===== src/rtl/awgn_pkg.sv =====
// Shared constants and helpers for the AWGN noise injector: gain Q-format, saturation, level width.
package awgn_pkg;

  // Unsigned Q1.(gw-1) gain: this value represents 1.0.
  function automatic longint gain_one(input int gw);
    return longint'(1) <<< (gw - 1);
  endfunction

  // Half an LSB of the scaled result, added before the truncating shift (round-half-up).
  function automatic longint gain_rnd(input int gw);
    return longint'(1) <<< (gw - 2);
  endfunction

  // Width of a level counter that can hold 0..depth inclusive.
  function automatic int level_w(input int depth);
    return $clog2(depth) + 1;
  endfunction

  // Saturation of a wide signed sum to dw bits: returns {above_max, below_min}.
  function automatic logic [1:0] sat_flags(input logic signed [63:0] v, input int dw);
    logic signed [63:0] hi;
    hi = (64'sd1 <<< (dw - 1)) - 64'sd1;
    return {v > hi, v < (-hi - 64'sd1)};
  endfunction

endpackage


===== src/rtl/awgn_noise_fifo.sv =====
// Noise sample FIFO: writes a pair (x0 then x1) per cycle, reads one sample per cycle.
// Read data is the registered head; a write at edge N is readable after edge N.
module awgn_noise_fifo
  import awgn_pkg::*;
#(
  parameter int W     = 16,
  parameter int DEPTH = 8
) (
  input  logic                       clk,
  input  logic                       reset,
  input  logic                       wr_en,
  input  logic [W-1:0]               wr_dat0,
  input  logic [W-1:0]               wr_dat1,
  output logic                       wr_rdy,
  input  logic                       rd_en,
  output logic [W-1:0]               rd_dat,
  output logic [level_w(DEPTH)-1:0]  level
);

  localparam int AW = $clog2(DEPTH);
  localparam int LW = level_w(DEPTH);

  logic [W-1:0]  mem [DEPTH];
  logic [AW-1:0] wr_ptr;
  logic [AW-1:0] rd_ptr;

  always_ff @(posedge clk) begin
    if (wr_en) begin
      mem[wr_ptr]          <= wr_dat0;
      mem[wr_ptr + AW'(1)] <= wr_dat1;
    end
  end

  always_ff @(posedge clk or posedge reset) begin
    if (reset) begin
      wr_ptr <= '0;
      rd_ptr <= '0;
      level  <= '0;
    end else begin
      if (wr_en) wr_ptr <= wr_ptr + AW'(2);
      if (rd_en) rd_ptr <= rd_ptr + AW'(1);
      level <= level + (wr_en ? LW'(2) : LW'(0)) - (rd_en ? LW'(1) : LW'(0));
    end
  end

  assign rd_dat = mem[rd_ptr];
  // Room for a full pair, judged on the registered level only.
  assign wr_rdy = (level <= LW'(DEPTH - 2));

endmodule


===== src/rtl/awgn_noise_injector.sv =====
// Adds gain-scaled AWGN samples to a valid/ready stream with rounding and saturation (sat_count: AWGN_SAT_CNT_EN).
// Latency 2 cycles (S1 multiply register, S2 add/saturate output register); 1 sample/cycle.
// Backpressure: m_valid & !m_ready stalls both stages and drops s_ready combinationally.
module awgn_noise_injector
  import awgn_pkg::*;
#(
  parameter int DW    = 16,
  parameter int NW    = 16,
  parameter int GW    = 16,
  parameter int DEPTH = 8
) (
  input  logic                       clk,
  input  logic                       reset,
  input  logic                       enable,
  input  logic [GW-1:0]              gain,
  input  logic [NW-1:0]              noise_in0,
  input  logic [NW-1:0]              noise_in1,
  input  logic                       noise_valid,
  output logic                       noise_ready,
  input  logic [DW-1:0]              s_data,
  input  logic                       s_valid,
  output logic                       s_ready,
  output logic [DW-1:0]              m_data,
  output logic                       m_valid,
  input  logic                       m_ready,
  output logic [level_w(DEPTH)-1:0]  fifo_level
`ifdef AWGN_SAT_CNT_EN
  ,
  output logic [31:0]                sat_count
`endif
);

  localparam int PW  = NW + GW + 1;
  localparam int SCW = NW + 1;
  localparam int SW  = ((DW > SCW) ? DW : SCW) + 1;
  localparam logic signed [PW-1:0] RND  = PW'(gain_rnd(GW));
  localparam logic [DW-1:0]        DMAX = {1'b0, {(DW-1){1'b1}}};
  localparam logic [DW-1:0]        DMIN = {1'b1, {(DW-1){1'b0}}};

  typedef struct packed {
    logic           vld;
    logic [DW-1:0]  dat;
    logic [SCW-1:0] scaled;
  } s1_t;

  logic                  run;
  logic                  stall;
  logic                  accept;
  logic                  pop;
  logic                  wr_rdy;
  logic                  fifo_wr;
  logic [NW-1:0]         noise_head;
  logic signed [PW-1:0]  prod;
  logic signed [PW-1:0]  prod_rnd;
  logic signed [SCW-1:0] scaled_c;
  logic signed [SW-1:0]  sum;
  logic [1:0]            sat;
  logic [DW-1:0]         clip;
  s1_t                   s1;

  // Holds both ready outputs low until the first edge after reset release.
  always_ff @(posedge clk or posedge reset) begin
    if (reset) run <= 1'b0;
    else       run <= 1'b1;
  end

  assign noise_ready = run & wr_rdy;
  assign fifo_wr     = noise_valid & noise_ready;
  assign stall       = m_valid & ~m_ready;
  assign s_ready     = run & ~stall & (~enable | (fifo_level != '0));
  assign accept      = s_valid & s_ready;
  assign pop         = accept & enable;

  awgn_noise_fifo #(.W(NW), .DEPTH(DEPTH)) u_fifo (
    .clk     (clk),
    .reset   (reset),
    .wr_en   (fifo_wr),
    .wr_dat0 (noise_in0),
    .wr_dat1 (noise_in1),
    .wr_rdy  (wr_rdy),
    .rd_en   (pop),
    .rd_dat  (noise_head),
    .level   (fifo_level)
  );

  assign prod     = PW'($signed(noise_head)) * PW'($signed({1'b0, gain}));
  assign prod_rnd = prod + RND;
  assign scaled_c = SCW'(prod_rnd >>> (GW - 1));

  assign sum  = SW'($signed(s1.dat)) + SW'($signed(s1.scaled));
  assign sat  = sat_flags(64'(sum), DW);
  assign clip = sat[1] ? DMAX : (sat[0] ? DMIN : sum[DW-1:0]);

  always_ff @(posedge clk or posedge reset) begin
    if (reset) begin
      s1      <= '0;
      m_valid <= 1'b0;
      m_data  <= '0;
    end else if (!stall) begin
      m_valid <= s1.vld;
      if (s1.vld) m_data <= clip;
      s1.vld <= accept;
      if (accept) begin
        s1.dat    <= s_data;
        s1.scaled <= enable ? scaled_c : '0;
      end
    end
  end

`ifdef AWGN_SAT_CNT_EN
  always_ff @(posedge clk or posedge reset) begin
    if (reset) begin
      sat_count <= '0;
    end else if (!stall && s1.vld && (sat != 2'b00) && (sat_count != '1)) begin
      sat_count <= sat_count + 32'd1;
    end
  end
`endif

endmodule


===== config.mk =====
export PLATFORM = sky130hd
export DESIGN_NAME = awgn_noise_injector
export DESIGN_NICKNAME = d
export VERILOG_FILES = /design/src/rtl/awgn_pkg.sv /design/src/rtl/awgn_noise_fifo.sv /design/src/rtl/awgn_noise_injector.sv
export SDC_FILE = /design/constraint.sdc
export NUM_CORES = 1
export LEC_CHECK = 0
export CAP_MARGIN = 10
export CORE_MARGIN = 2
export CORE_UTILIZATION = 50
export DETAILED_ROUTE_END_ITERATION = 10
export PLACE_DENSITY = 0.79
export SLEW_MARGIN = 20
export SYNTH_ARGS = -nofsm -noshare
export SYNTH_HDL_FRONTEND = slang
export SYNTH_SLANG_ARGS = --single-unit

===== constraint.sdc =====
create_clock -name clk -period 13.6 [get_ports clk]
set_input_delay 2.72 -clock clk [delete_from_list [all_inputs] [get_ports clk]]
set_output_delay 2.72 -clock clk [all_outputs]
set_load 0.01 [all_outputs]

==> impl_metrics.ini <==
[run_status]
status = finished, final reports clean

[logic_synthesis]
synth.avg_cell_area_sq_um = 11.1
synth_top_area_cell = fa_1
ys_seq_area_share_pct = 32.0
yosys_register_bits = 189
synth.top_cells.by_area = fa_1 23%, edfxtp_1 23%, ha_1 10%
synth_ff_type = edfxtp_1
ys_types = 74
synthesis.area_sq_um = 16800
synth_nets = 1915
synth_edf_count = 128
syn_inst = 1510
synth_top_area_share_pct = 23.4
async_flop_share_pct = 32.3
yosysMostFrequentCell = inv_1
synthTopCellsByCount = 264 x inv_1, 196 x fa_1, 166 x nand2_1
synth_warnings = 0

[die]
initial_core_util_pct = 50.4
coreArea_sq_um = 33300
die_h_um = 187
die_width_um = 187
num_rows = 67
io_pins = 93
dieArea_sq_um = 35100

[grt]
top_usage_layer = met2
grt_pass1_vias = 12014
track_usage_pct = 21.3
grt_max_degree = 62
use_met1_pct = 26.3
grt_antenna_before_repair = 0
use_met3_pct = 3.49
grt_overflow_total = 0
grt.met2_usage_pct = 37.7
grt_pass1_wl_um = 59500

[place]
hpwl_um = 27000
dp.cells = 2008
place.gp.congestion = 0.871
portBuffers = 92

[layout]
finalNetCount = 1984
instances_no_fill = 2041
area_delta_synth_final_pct = 11.9
nFillCells = 2734
multi_input_area_sq_um = 10200
drive_above_1_share_pct = 7.85
seq_area_sq_um = 5370

[sta]
max_slew_margin_pct = 39.5
slew_viol_final = 0
final_period_minus_worst_setup_slack_ps = 8790
post-route-period-util_pct = 64.6
worst_pin_slew_ps = 906
clock_skew_ps = 12.9
rsz0062_at_grt = no
finalSetupViolations = 0
hold_viol = 0
setup-tns-final_ps = 0
fmax_mhz = 114
whs_ps = 492

[hold_path]
min_path_cells = 2
min_path_type = reg2reg
min-delay-start = s1[33]
min_to = m_valid

[routing]
wl_per_cell_um = 17.4
drt-total-wl_um = 35600
ant_nets = 0
dr_total_vias = 11182
first_pass_iters = 5
drc = 0
drt_iter0_drc = 664
routed_via_density = 5.48

[clock_tree]
htreeDepth = 4
ctsLongestPathBuffers = 2
cts-hold-fix-buffers = 0
clk_latency_ps = 450
clock-root-buffer = clkbuf_16
cts.clk_slew.worst_paths_ps = 70
cts_tree = yes
post_cts_buffers = 0
numClockSinks = 189
cts_buffers = 17
cts_resized = 0

[job]
cap_violations = 0

[worst_setup_path]
reg2reg_depth = 22
crit_fanout = 16
end_kind = register
timing.rr.start = u_fifo.rd_ptr[0]
crit_path_start_kind = primary input
cp_data_required_time_ps = 13930
r2r_slack_ps = 5700
arrival_ps = 9110
r2r_end = s1[4]
crit_type = in2reg
[state kept, by name, indices dropped and copies added, names as in the netlist]
register,count
m_data,16
u_fifo.wr_ptr,2
u_fifo.mem,128
s1,34
u_fifo.rd_ptr,3
u_fifo.level,4
run,1
m_valid,1
[how the worst max path moves through the flow]
| stage | start | endpoint | slack (ps) | depth (start not counted) |
|---|---|---|---|---|
| 4_1_cts | gain[10] | s1[4] | 4870 | 20 |
| 2_1_floorplan | gain[10] | s1[4] | 5510 | 20 |
| 3_5_place_dp | gain[10] | s1[4] | 4430 | 20 |
| 5_1_grt | gain[10] | s1[4] | 4520 | 20 |
| 6_report | gain[10] | s1[4] | 4810 | 20 |
| 3_3_place_gp | gain[10] | s1[4] | 4540 | 20 |
[layer usage]
metal  wire length [um]  share of wire (%)
met5                  0                  0
met4               1170                3.3
met1              14100                 40
met2              18500                 52
met3               1890                5.3
[through the flow]
step,area [sq um],utilization [%],worst slack (ps)
floorplan,16800,-,5510
global placement,18100,54.5,4540
detailed placement,18100,54.5,4430
CTS,18800,56.4,4870
global route,18800,56.4,4520
finish,18800,56.4,4810
[cells by family (layout without fill, tap and decap cells)]
| kind of cell | Yosys count | in the layout | synth area share, % |
|---|---|---|---|
| AOI/OAI and AO/OA | 183 | 183 | 7.59 |
| xor gates and xnor gates | 32 | 32 | 1.71 |
| adders and majority gates | 335 | 335 | 33.7 |
| buffers and inverters | 321 | 403 | 7.27 |
| DFF | 189 | 189 | 32.0 |
| muxes | 66 | 66 | 6.43 |
| other | 1 | 2 | 0.0223 |
| and+or+nand+nor | 383 | 383 | 11.3 |
[critical path, cell delays in order]
cell	delay (ps)
clkdlybuf4s50_1	970
nand2_1	170
fa_1	540
fa_1	580
fa_1	460
fa_1	540
inv_1	50
fa_1	490
inv_1	50
fa_1	470
inv_1	50
ha_1	290
a21oi_1	270
o21bai_1	100
a21oi_1	200
nor3b_1	220
a31oi_1	140
o21a_1	230
or3_1	310
a32o_1	260
[layout make-up]
type | instances | area share [%]
sequential | 189 | 28.6
antenna | 1 | 0.0133
clock inverter | 15 | 1.08
inverter | 265 | 5.30
multi-input combinational | 1000 | 54.3
tap | 448 | 2.98
clock buffer | 17 | 2.26
timing repair buffer | 106 | 5.46
[layout by cell type (no fill, tap or decap), drive strengths merged, types with 30 or more instances in the layout]
| cell type | synthesis | routed |
|---|---|---|
| inv | 265 | 274 |
| fa | 196 | 196 |
| nand2 | 166 | 166 |
| ha | 139 | 139 |
| edfxtp | 128 | 128 |
| clkdlybuf4s50 | 0 | 92 |
| and2 | 68 | 68 |
| dfrtp | 61 | 61 |
| a21oi | 52 | 52 |
| nor2b | 44 | 44 |
| o21ai | 38 | 38 |
| nor2 | 32 | 32 |
| mux4 | 30 | 30 |
Power is left out: the tool's default activity adds up to more than one toggle a clock period on the data nets, which glitch-free logic cannot reach.
